===== src/rtl/eq_serial_ctrl.sv =====
// Bit-serial equality sequencer: time-shares one external 1-bit XNOR cell
// across WIDTH-bit operands, LSB first, reporting eq and the lowest mismatch index.
//
// state  | meaning
// S_IDLE | waiting for start; operands captured on an accepted start
// S_RUN  | one bit pair presented to the eq cell per cycle
// S_DONE | one-cycle done pulse, eq/first_mis valid
module eq_serial_ctrl #(
    parameter int WIDTH      = 8,
    parameter bit EARLY_EXIT = 1'b1
) (
    input  logic                     clk,
    input  logic                     rst_n,
    input  logic                     start,
    input  logic [WIDTH-1:0]         a,
    input  logic [WIDTH-1:0]         b,
    output logic                     cmp_b1,
    output logic                     cmp_b2,
    input  logic                     cmp_out,
    output logic                     busy,
    output logic                     done,
    output logic                     eq,
    output logic [$clog2(WIDTH)-1:0] first_mis
);

    localparam int            IW       = $clog2(WIDTH);
    localparam logic [IW-1:0] LAST_IDX = IW'(WIDTH - 1);

    typedef enum logic [1:0] {S_IDLE, S_RUN, S_DONE} state_t;

    state_t          state;
    logic [WIDTH-1:0] sa;
    logic [WIDTH-1:0] sb;
    logic [IW-1:0]   idx;
    logic            mis_found;
    logic [IW-1:0]   mis_idx;
    logic            mis_found_next;
    logic [IW-1:0]   mis_idx_next;
    logic            run_last;

    // The cell result is only meaningful while RUN presents a bit pair.
    assign cmp_b1 = (state == S_RUN) ? sa[0] : 1'b0;
    assign cmp_b2 = (state == S_RUN) ? sb[0] : 1'b0;

    // Only the first mismatch is recorded; later ones leave the index alone.
    assign mis_found_next = mis_found | ~cmp_out;
    assign mis_idx_next   = (!mis_found && !cmp_out) ? idx : mis_idx;
    assign run_last       = (idx == LAST_IDX) || (EARLY_EXIT && !cmp_out);

    always_ff @(posedge clk or negedge rst_n) begin
        if (!rst_n) begin
            state     <= S_IDLE;
            sa        <= '0;
            sb        <= '0;
            idx       <= '0;
            mis_found <= 1'b0;
            mis_idx   <= '0;
            busy      <= 1'b0;
            done      <= 1'b0;
            eq        <= 1'b0;
            first_mis <= '0;
        end else begin
            case (state)
                S_IDLE: begin
                    done <= 1'b0;
                    if (start) begin
                        sa        <= a;
                        sb        <= b;
                        idx       <= '0;
                        mis_found <= 1'b0;
                        mis_idx   <= '0;
                        busy      <= 1'b1;
                        state     <= S_RUN;
                    end
                end
                S_RUN: begin
                    sa        <= sa >> 1;
                    sb        <= sb >> 1;
                    mis_found <= mis_found_next;
                    mis_idx   <= mis_idx_next;
                    if (run_last) begin
                        // Results land together with the done pulse.
                        done      <= 1'b1;
                        eq        <= ~mis_found_next;
                        first_mis <= mis_idx_next;
                        state     <= S_DONE;
                    end else begin
                        idx <= idx + IW'(1);
                    end
                end
                S_DONE: begin
                    done  <= 1'b0;
                    busy  <= 1'b0;
                    state <= S_IDLE;
                end
                default: begin
                    done  <= 1'b0;
                    busy  <= 1'b0;
                    state <= S_IDLE;
                end
            endcase
        end
    end

endmodule


===== config.mk =====
export PLATFORM = sky130hd
export DESIGN_NAME = eq_serial_ctrl
export DESIGN_NICKNAME = d
export VERILOG_FILES = /design/src/rtl/eq_serial_ctrl.sv
export SDC_FILE = /design/constraint.sdc
export NUM_CORES = 1
export LEC_CHECK = 0
export ABC_AREA = 1
export CAP_MARGIN = 20
export CORE_MARGIN = 2
export CORE_UTILIZATION = 45
export CTS_BUF_LIST = sky130_fd_sc_hd__clkbuf_16
export DETAILED_ROUTE_END_ITERATION = 8
export PLACE_DENSITY = 0.67
export SKIP_CTS_REPAIR_TIMING = 1
export SYNTH_ARGS = -nofsm -noshare
export SYNTH_HDL_FRONTEND = slang
export SYNTH_SLANG_ARGS = --single-unit
export TNS_END_PERCENT = 50

===== constraint.sdc =====
create_clock -name clk -period 1.6 [get_ports clk]
set_input_delay 0.24 -clock clk [delete_from_list [all_inputs] [get_ports clk]]
set_output_delay 0.24 -clock clk [all_outputs]
set_load 0.02 [all_outputs]

Yosys cells after proc, flatten, opt, wreduce, memory -nomap -nowiden
Cells that the tools add are included.

operators by class
  equality and inequality tests = 5
  reductions and logical operators = 11
  muxes and demuxes = 20
  bitwise operators = 4
  magnitude comparators = 0
  multipliers = 0
  shift-type cells = 0
  add/subtract/negate cells = 1
  div/mod/pow operators = 0

operators by type and width
  kind                   number
  $pmux W8 S2            2
  $mux W8                2
  $pmux W3 S2            2
  $mux W3                3
  $reduce_and A2 Y1      4
  $mux W1                6
  $ne A2 B2 Y1 const B   3
  $mux W2                2
  $pmux W1 S2            2
  $pmux W2 S2            1
  $add A3 B1 Y3 const B  1
  $eq A3 B3 Y1 const B   1
  $not A1 Y1             3
  $reduce_and A3 Y1      1
  $eq A2 B1 Y1 const B   1
  $logic_not A1 Y1       2
  $logic_not A2 Y1       1
  $reduce_bool A2 Y1     1
  $logic_and A1 B1 Y1    1
  $logic_or A1 B1 Y1     1
  $or A1 B1 Y1           1

storage, ports and cells
  bits in registers = 31
  memories = 0
  bits in latches = 0
  bits in writable memories = 0
  memory bits (read-only) = 0

Longest topological paths before layout
Gate-level depths: netlist of run 1.

  word-level depth = 4
  depth in mapped cells = 8
  mapped depth without buffers = 8

Worst setup path after synthesis of run 1
OpenSTA, ideal clock, no wires.

  path type = reg-to-output
  from = register state[1]
  to = output cmp_b1
  data required time = 1360 ps
  path slack = 322 ps
  stages on the path, launching flop included = 5
  arrival = 1038 ps
  buffers on the path = 1
  cells stage by stage = dfrtp_1 inv_4 nand2_8 buf_6 nor2_1

on the way
  word-level cells in the longest chain between the ends = 2

ends and longest elaborated chain
  what                    RTL line  RTL
  start, declared         31        state_t state;
  start signal, assigned  52        state <= S_IDLE;
  start signal, assigned  73        state <= S_RUN;
  start signal, assigned  86        state <= S_DONE;
  $eq A2 B1 Y1            42        assign cmp_b1 = (state == S_RUN) ? sa[0] : 1'b0;
  $mux W1                 42
  end, declared           17        output logic cmp_b1,

No other way between the ends.

Worst setup path in the final report of run 1
  from = register first_mis[1]
  to = output first_mis[1]

RTL lines
  what                    RTL line  RTL
  start, declared         23        output logic [$clog2(WIDTH)-1:0] first_mis
  start signal, assigned  85        first_mis <= mis_idx_next;

No word-level cell between the ends.

==> results of run 1 <==
## placed cells by master, fill, tap and decap left out, drive strengths merged
cell type      instances
nand2                113
dfrtp                 31
clkdlybuf4s50         25
nand3                 18
inv                   12
o21ai                  8
buf                    7
nor2                   6
clkbuf                 5
clkinv                 3
ha                     2
dlymetal6s2s           2
or2                    1
## metal layers
metal	routed length (µm)	vias up	track usage, %
met2	1580	37	32.7
met1	1390	609	22.0
li1	-	683	-
met5	0	-	0
met4	44	0	6.67
met3	181	7	6.67
## cell type report
cell class | count | area [µm²] | area share (%)
well taps | 46 | 57.6 | 2.87
flip-flops and latches | 31 | 776 | 38.7
inverters | 12 | 55.1 | 2.74
repair buffers | 34 | 328 | 16.3
clock inverters | 3 | 11.3 | 0.561
multi-input cells | 148 | 653 | 32.6
clock buffers | 5 | 125 | 6.24
## sequential cells by signal, indices dropped and copies added, names as in the netlist
name / cells
first_mis: 3
state: 2
mis_found: 1
done: 1
busy: 1
sa: 8
mis_idx: 3
idx: 3
eq: 1
sb: 8
## through the flow
step           std cells  instance area [µm²]  setup WS, ns  utilization (%)
2_1_floorplan        198                 1550         0.322                -
3_3_place_gp         271                 1860         0.112             56.3
3_5_place_dp         271                 1860         0.105             56.3
4_1_cts              279                 2000        -0.187             60.4
5_1_grt              279                 2010        0.0405             60.6
6_report             279                 2010         0.136             60.6
## final timing paths
kind | slack (ns) | depth (start not counted) | to | from
max | 0.14 | 1 | first_mis[1] | first_mis[1]$_DFFE_PN0P_
min | 0.37 | 2 | sa[0]$_DFFE_PN0P_ | rst_n
max reg2reg | 0.17 | 7 | idx[2]$_DFFE_PN0P_ | idx[0]$_DFFE_PN0P_
min reg2reg | 0.48 | 2 | sa[4]$_DFFE_PN0P_ | sa[4]$_DFFE_PN0P_
max in group asynchronous | 0.95 | 2 | mis_found$_DFFE_PN0P_ | rst_n
min in group clk | 0.48 | 2 | sa[4]$_DFFE_PN0P_ | sa[4]$_DFFE_PN0P_
## power by group through the flow
stage,registers [µW],logic (µW),clock network [µW]
after floorplan,1320,778,0
after global placement,1290,1150,0
after detailed placement,1310,1180,0
after CTS,1300,1190,880
after global routing,1340,1330,908
final,1290,1170,855
## synth_stat cells
master / n / share of area, %
sky130_fd_sc_hd__inv_1: 8 / 1.9
sky130_fd_sc_hd__inv_4: 2 / 0.81
sky130_fd_sc_hd__or2_2: 1 / 0.40
sky130_fd_sc_hd__dfrtp_1: 31 / 50
sky130_fd_sc_hd__nand2_2: 1 / 0.40
sky130_fd_sc_hd__o21ai_1: 1 / 0.32
sky130_fd_sc_hd__inv_2: 1 / 0.24
sky130_fd_sc_hd__nand3_1: 18 / 5.8
sky130_fd_sc_hd__nor2_1: 5 / 1.2
sky130_fd_sc_hd__nand2_8: 1 / 1.3
sky130_fd_sc_hd__o21ai_4: 1 / 1.1
sky130_fd_sc_hd__nand2_4: 1 / 0.73
sky130_fd_sc_hd__nor2_4: 1 / 0.73
sky130_fd_sc_hd__buf_4: 4 / 1.9
sky130_fd_sc_hd__nand2_1: 110 / 27
sky130_fd_sc_hd__ha_1: 2 / 1.6
sky130_fd_sc_hd__clkinv_4: 1 / 0.57
sky130_fd_sc_hd__o21ai_0: 6 / 1.9
sky130_fd_sc_hd__buf_6: 3 / 2.2
## cells by family after synthesis
kind of cell / after synthesis / share of synthesized area (%)
buffers and inverters: 19 / 7.68
AND/OR/NAND/NOR: 138 / 37.3
flip-flops: 31 / 50.1
adder cells (fa/ha/maj): 2 / 1.62
AO/OA/AOI/OAI: 8 / 3.31
==> metrics.txt, run 1 <==
# TYPE chip_impl_metric gauge
chip_impl_metric{name="starting_density_of_the_core",unit="%"} 46.7
chip_impl_metric{name="chipHeight",unit="µm"} 62.6
chip_impl_metric{name="place.gp.congestion",unit=""} 0.827
chip_impl_metric{name="fin_hold_ws",unit="ns"} 0.374
chip_impl_info{name="slowest_stage",value="sky130_fd_sc_hd__clkdlybuf4s50_1"} 1
chip_impl_metric{name="insertion_delay",unit="ns"} 0.27
chip_impl_metric{name="design.die.area",unit="µm²"} 3920
chip_impl_metric{name="port-buffer-count",unit=""} 27
chip_impl_metric{name="ant_nets",unit=""} 0
chip_impl_info{name="criticalPathCategory",value="reg -> out"} 1
chip_impl_metric{name="detail_route.iter0.violations",unit=""} 75
chip_impl_metric{name="drive_gt1_share",unit="%"} 9.44
chip_impl_metric{name="synth.yosys.seq_area_share",unit="%"} 50.1
chip_impl_metric{name="total_leakage_power",unit="µW"} 0.00112
chip_impl_info{name="setup_repair_after_global_routing_missed_its_margin",value="false"} 1
chip_impl_metric{name="fmax",unit="MHz"} 683
chip_impl_info{name="cts_tree",value="built"} 1
chip_impl_metric{name="drtPass1Iterations",unit=""} 4
chip_impl_metric{name="vdd_drop_max",unit="mV"} 0.734
chip_impl_metric{name="overflow",unit=""} 0
chip_impl_metric{name="final.setup_skew",unit="ns"} 0.00412
chip_impl_info{name="worst_path_dominant_cell_family",value="buffers and inverters"} 1
chip_impl_metric{name="detailed_place_hpwl",unit="mm"} 2.24
chip_impl_metric{name="diodes_inserted",unit=""} 0
chip_impl_metric{name="final_critical_path_required_period",unit="ns"} 1.46
chip_impl_metric{name="cts_made_buffers",unit=""} 5
chip_impl_metric{name="powerDensity",unit="nW/µm²"} 1650
chip_impl_info{name="cp_cell_sequence",value="clkdlybuf4s50_1"} 1
chip_impl_metric{name="totalWireLength",unit="mm"} 3.19
chip_impl_metric{name="final-max-slew-violation-count",unit=""} 0
chip_impl_metric{name="pwr-share-seq",unit="%"} 39.1
chip_impl_metric{name="cts_max_level",unit=""} 2
chip_impl_metric{name="number_of_fill_cells",unit=""} 325
chip_impl_metric{name="chip_width",unit="µm"} 62.6
chip_impl_metric{name="area_growth",unit="%"} 29.6
chip_impl_info{name="outcome",value="finished clean"} 1
chip_impl_metric{name="grt_max_degree",unit=""} 32
chip_impl_metric{name="synth.yosys.warnings",unit=""} 0
chip_impl_info{name="min-delay-path-class",value="in -> async"} 1
chip_impl_metric{name="critPathArrivalTime",unit="ns"} 1.22
chip_impl_metric{name="vias_in_the_first_global_route",unit=""} 1353
chip_impl_metric{name="cts.clk_slew.worst_paths",unit="ns"} 0.05
chip_impl_metric{name="power_frac_clock",unit="%"} 25.8
chip_impl_metric{name="hold_violations",unit=""} 0
chip_impl_metric{name="synthesis_stage_register_bit_count",unit=""} 31
chip_impl_metric{name="post-route-drc-count",unit=""} 0
chip_impl_metric{name="max_slew.worst_pin.slew",unit="ns"} 0.388
chip_impl_metric{name="grt_antenna_before_repair",unit=""} 0
chip_impl_metric{name="finalSetupViolCount",unit=""} 0
chip_impl_metric{name="cap_violations",unit=""} 0
chip_impl_metric{name="final_min_period_over_clock_period",unit="%"} 91.5
chip_impl_metric{name="switching_power",unit="µW"} 1180
chip_impl_metric{name="syn-instance-count",unit=""} 198
chip_impl_metric{name="clock_tree.buffer_depth",unit=""} 2
chip_impl_metric{name="groute.usage.overall",unit="%"} 19.0
chip_impl_metric{name="worst-path-buf-inv",unit=""} 1
chip_impl_metric{name="combPwrFrac",unit="%"} 35.1
chip_impl_metric{name="fin_tns_setup",unit="ns"} 0
chip_impl_metric{name="synthesized_cell_area",unit="µm²"} 1550
chip_impl_metric{name="core_area",unit="µm²"} 3310
chip_impl_metric{name="postSynthAreaPerCell",unit="µm²"} 7.82
chip_impl_metric{name="via_count",unit=""} 1336
chip_impl_metric{name="grt_first_pass_wirelength",unit="mm"} 5.89
chip_impl_metric{name="yosys.cell_types.count",unit=""} 19
chip_impl_metric{name="total_power",unit="µW"} 3320
chip_impl_metric{name="synth.net_count",unit=""} 220
chip_impl_metric{name="final_nets",unit=""} 254
chip_impl_metric{name="detail_route.vias_per_cell",unit=""} 4.79
chip_impl_info{name="setup.worst_path.start_class",value="register"} 1
chip_impl_metric{name="netSwitchingFraction",unit="%"} 35.6
chip_impl_info{name="end_kind",value="primary output"} 1
chip_impl_metric{name="route.detailed.wl_per_inst",unit="µm"} 11.4
chip_impl_metric{name="crit_fanout",unit=""} 2
chip_impl_metric{name="timing.max_slew.rel_slack",unit="%"} 74.1
chip_impl_metric{name="num_rows",unit=""} 21
chip_impl_metric{name="power_report.internal_total",unit="µW"} 2130
chip_impl_metric{name="cp.required",unit="ns"} 1.36
chip_impl_metric{name="cts.sink_count",unit=""} 31
chip_impl_metric{name="io_pins",unit=""} 28
chip_impl_info{name="clock_tree.root_cell",value="sky130_fd_sc_hd__clkbuf_16"} 1
chip_impl_metric{name="critical_path.max_stage_delay",unit="ns"} 0.61
Power figures use the tool's default switching activity.
==> run 2: changes to the inputs <==
CORE_ASPECT_RATIO = 1.5   (was default)
CORE_MARGIN = default   (was 2)
==> metrics.txt, run 2 (same netlist as run 1, synthesis figures left out) <==
# TYPE chip_impl_metric gauge
chip_impl_metric{name="groute.usage.overall",unit="%"} 21.0
chip_impl_metric{name="detailed_place_hpwl",unit="mm"} 2.33
chip_impl_metric{name="chip_width",unit="µm"} 49.9
chip_impl_info{name="final_common_cell",value="sky130_fd_sc_hd__nand2_1"} 1
chip_impl_metric{name="drive_gt1_share",unit="%"} 9.05
chip_impl_metric{name="cap_violations",unit=""} 0
chip_impl_metric{name="multiInputGateArea",unit="µm²"} 653
chip_impl_metric{name="final_min_period_over_clock_period",unit="%"} 92.3
chip_impl_metric{name="layout.cell_area.non_filler",unit="µm²"} 1990
chip_impl_info{name="cp_cell_sequence",value="clkdlybuf4s50_1"} 1
chip_impl_metric{name="detail_route.vias_per_cell",unit=""} 4.91
chip_impl_metric{name="worst-path-buf-inv",unit=""} 1
chip_impl_info{name="slowest_stage",value="sky130_fd_sc_hd__clkdlybuf4s50_1"} 1
chip_impl_metric{name="num_rows",unit=""} 25
chip_impl_metric{name="detail_route.iter0.violations",unit=""} 38
chip_impl_info{name="cts_tree",value="built"} 1
chip_impl_metric{name="route.detailed.wl_per_inst",unit="µm"} 12.3
chip_impl_metric{name="grt_first_pass_wirelength",unit="mm"} 5.69
chip_impl_metric{name="critical_path.max_stage_delay",unit="ns"} 0.61
chip_impl_metric{name="timing.max_slew.rel_slack",unit="%"} 74.2
chip_impl_metric{name="detailedPlace.worstSlack",unit="ns"} 0.0689
chip_impl_info{name="end_kind",value="primary output"} 1
chip_impl_metric{name="grt_antenna_before_repair",unit=""} 0
chip_impl_info{name="outcome",value="finished clean"} 1
chip_impl_metric{name="placed_area",unit="µm²"} 1850
chip_impl_metric{name="powerDensity",unit="nW/µm²"} 1670
chip_impl_metric{name="place.gp.congestion",unit=""} 0.775
chip_impl_metric{name="starting_density_of_the_core",unit="%"} 48.0
chip_impl_info{name="criticalPathCategory",value="reg -> out"} 1
chip_impl_metric{name="final_nets",unit=""} 253
chip_impl_metric{name="utilization",unit="%"} 61.8
chip_impl_metric{name="cts.sink_count",unit=""} 31
chip_impl_metric{name="crit_fanout",unit=""} 2
chip_impl_info{name="most-common-layout-cells",value="sky130_fd_sc_hd__nand2_1 (110), sky130_fd_sc_hd__dfrtp_1 (31), sky130_fd_sc_hd__clkdlybuf4s50_1 (25), sky130_fd_sc_hd__nand3_1 (18), sky130_fd_sc_hd__inv_1 (9)"} 1
chip_impl_metric{name="vias_in_the_first_global_route",unit=""} 1313
chip_impl_metric{name="insertion_delay",unit="ns"} 0.27
chip_impl_metric{name="design.die.area",unit="µm²"} 3680
chip_impl_metric{name="postLayoutSetupSlackWorst",unit="ns"} 0.123
chip_impl_metric{name="overflow",unit=""} 0
chip_impl_metric{name="drtPass1Iterations",unit=""} 4
chip_impl_metric{name="number_of_fill_cells",unit=""} 281
chip_impl_metric{name="chipHeight",unit="µm"} 73.8
chip_impl_metric{name="critPathArrivalTime",unit="ns"} 1.24
chip_impl_metric{name="grt_max_degree",unit=""} 32
chip_impl_metric{name="final-seq-area",unit="µm²"} 776
chip_impl_metric{name="fmax",unit="MHz"} 677
chip_impl_info{name="clock_tree.root_cell",value="sky130_fd_sc_hd__clkbuf_16"} 1
chip_impl_metric{name="cts_made_buffers",unit=""} 5
chip_impl_info{name="worst_path_dominant_cell_family",value="buffers and inverters"} 1
chip_impl_metric{name="finalSetupViolCount",unit=""} 0
chip_impl_metric{name="cp.required",unit="ns"} 1.36
chip_impl_metric{name="via_count",unit=""} 1336
chip_impl_metric{name="core_area",unit="µm²"} 3220
chip_impl_metric{name="final.setup_skew",unit="ns"} 0.00508
chip_impl_metric{name="clock_tree.buffer_depth",unit=""} 2
chip_impl_metric{name="hold_violations",unit=""} 0
chip_impl_metric{name="final_critical_path_required_period",unit="ns"} 1.48
chip_impl_metric{name="fin_hold_ws",unit="ns"} 0.363
chip_impl_info{name="min-delay-path-class",value="in -> async"} 1
chip_impl_metric{name="io_pins",unit=""} 28
chip_impl_metric{name="cts_max_level",unit=""} 2
chip_impl_metric{name="totalWireLength",unit="mm"} 3.36
chip_impl_metric{name="post-route-drc-count",unit=""} 0
chip_impl_metric{name="cts.clk_slew.worst_paths",unit="ns"} 0.05
chip_impl_metric{name="ant_nets",unit=""} 0
chip_impl_metric{name="max_slew.worst_pin.slew",unit="ns"} 0.387
chip_impl_metric{name="total_leakage_power",unit="µW"} 0.00111
chip_impl_metric{name="vdd_drop_max",unit="mV"} 1.24
chip_impl_info{name="setup_repair_after_global_routing_missed_its_margin",value="false"} 1
chip_impl_metric{name="diodes_inserted",unit=""} 0
chip_impl_metric{name="port-buffer-count",unit=""} 27
chip_impl_info{name="reg_top3",value="sa x8, sb x8"} 1
chip_impl_metric{name="area_growth",unit="%"} 28.6
chip_impl_metric{name="final-max-slew-violation-count",unit=""} 0
chip_impl_info{name="setup.worst_path.start_class",value="register"} 1
==> run 2: cell type report <==
type                       instances  share of cell area [%]
inverter                          12                    2.77
multi-input combinational        148                    32.8
clock buffer                       5                    6.29
timing repair buffer              33                    16.1
clock inverter                     3                   0.566
sequential                        31                    39.0
tap                               40                    2.51
==> run 2: metal layers <==
layer  global-route usage, %  vias to the layer above  part of all wire [%]
li1                        -                      673                     -
met1                    21.4                      626                    42
met2                    40.1                       33                    54
met3                    5.18                        4                   3.7
met4                    8.25                        0                   1.1
met5                       0                        -                     0
==> run 2: worst paths after layout <==
kind                                     from                  endpoint  slack (ns)  cells after the start
max                          busy$_DFFE_PN0P_                      busy        0.12                      1
min                                     rst_n         sa[3]$_DFFE_PN0P_        0.36                      2
max reg2reg                idx[0]$_DFFE_PN0P_  first_mis[2]$_DFFE_PN0P_        0.18                      8
min reg2reg                 sb[4]$_DFFE_PN0P_         sb[4]$_DFFE_PN0P_        0.48                      2
max in group asynchronous               rst_n         sb[0]$_DFFE_PN0P_        0.95                      2
min in group clk            sb[4]$_DFFE_PN0P_         sb[4]$_DFFE_PN0P_        0.48                      2
==> run 2: power by group <==
group,total [µW],leakage (µW),switching [µW],internal (µW)
clock,860,0.0000701,303,557
combinational,1170,0.000646,693,474
sequential,1300,0.000398,201,1100
total,3320,0.00111,1200,2130
==> run 2: metrics by stage <==
| step | std cells | total power (µW) | TNS, ns |
|---|---|---|---|
| CTS | 272 | 3370 | -0.449 |
| global route | 272 | 3570 | 0 |
| detailed placement | 264 | 2480 | 0 |
| floorplan | 198 | 2100 | 0 |
| global placement | 264 | 2440 | 0 |
| finish | 272 | 3320 | 0 |
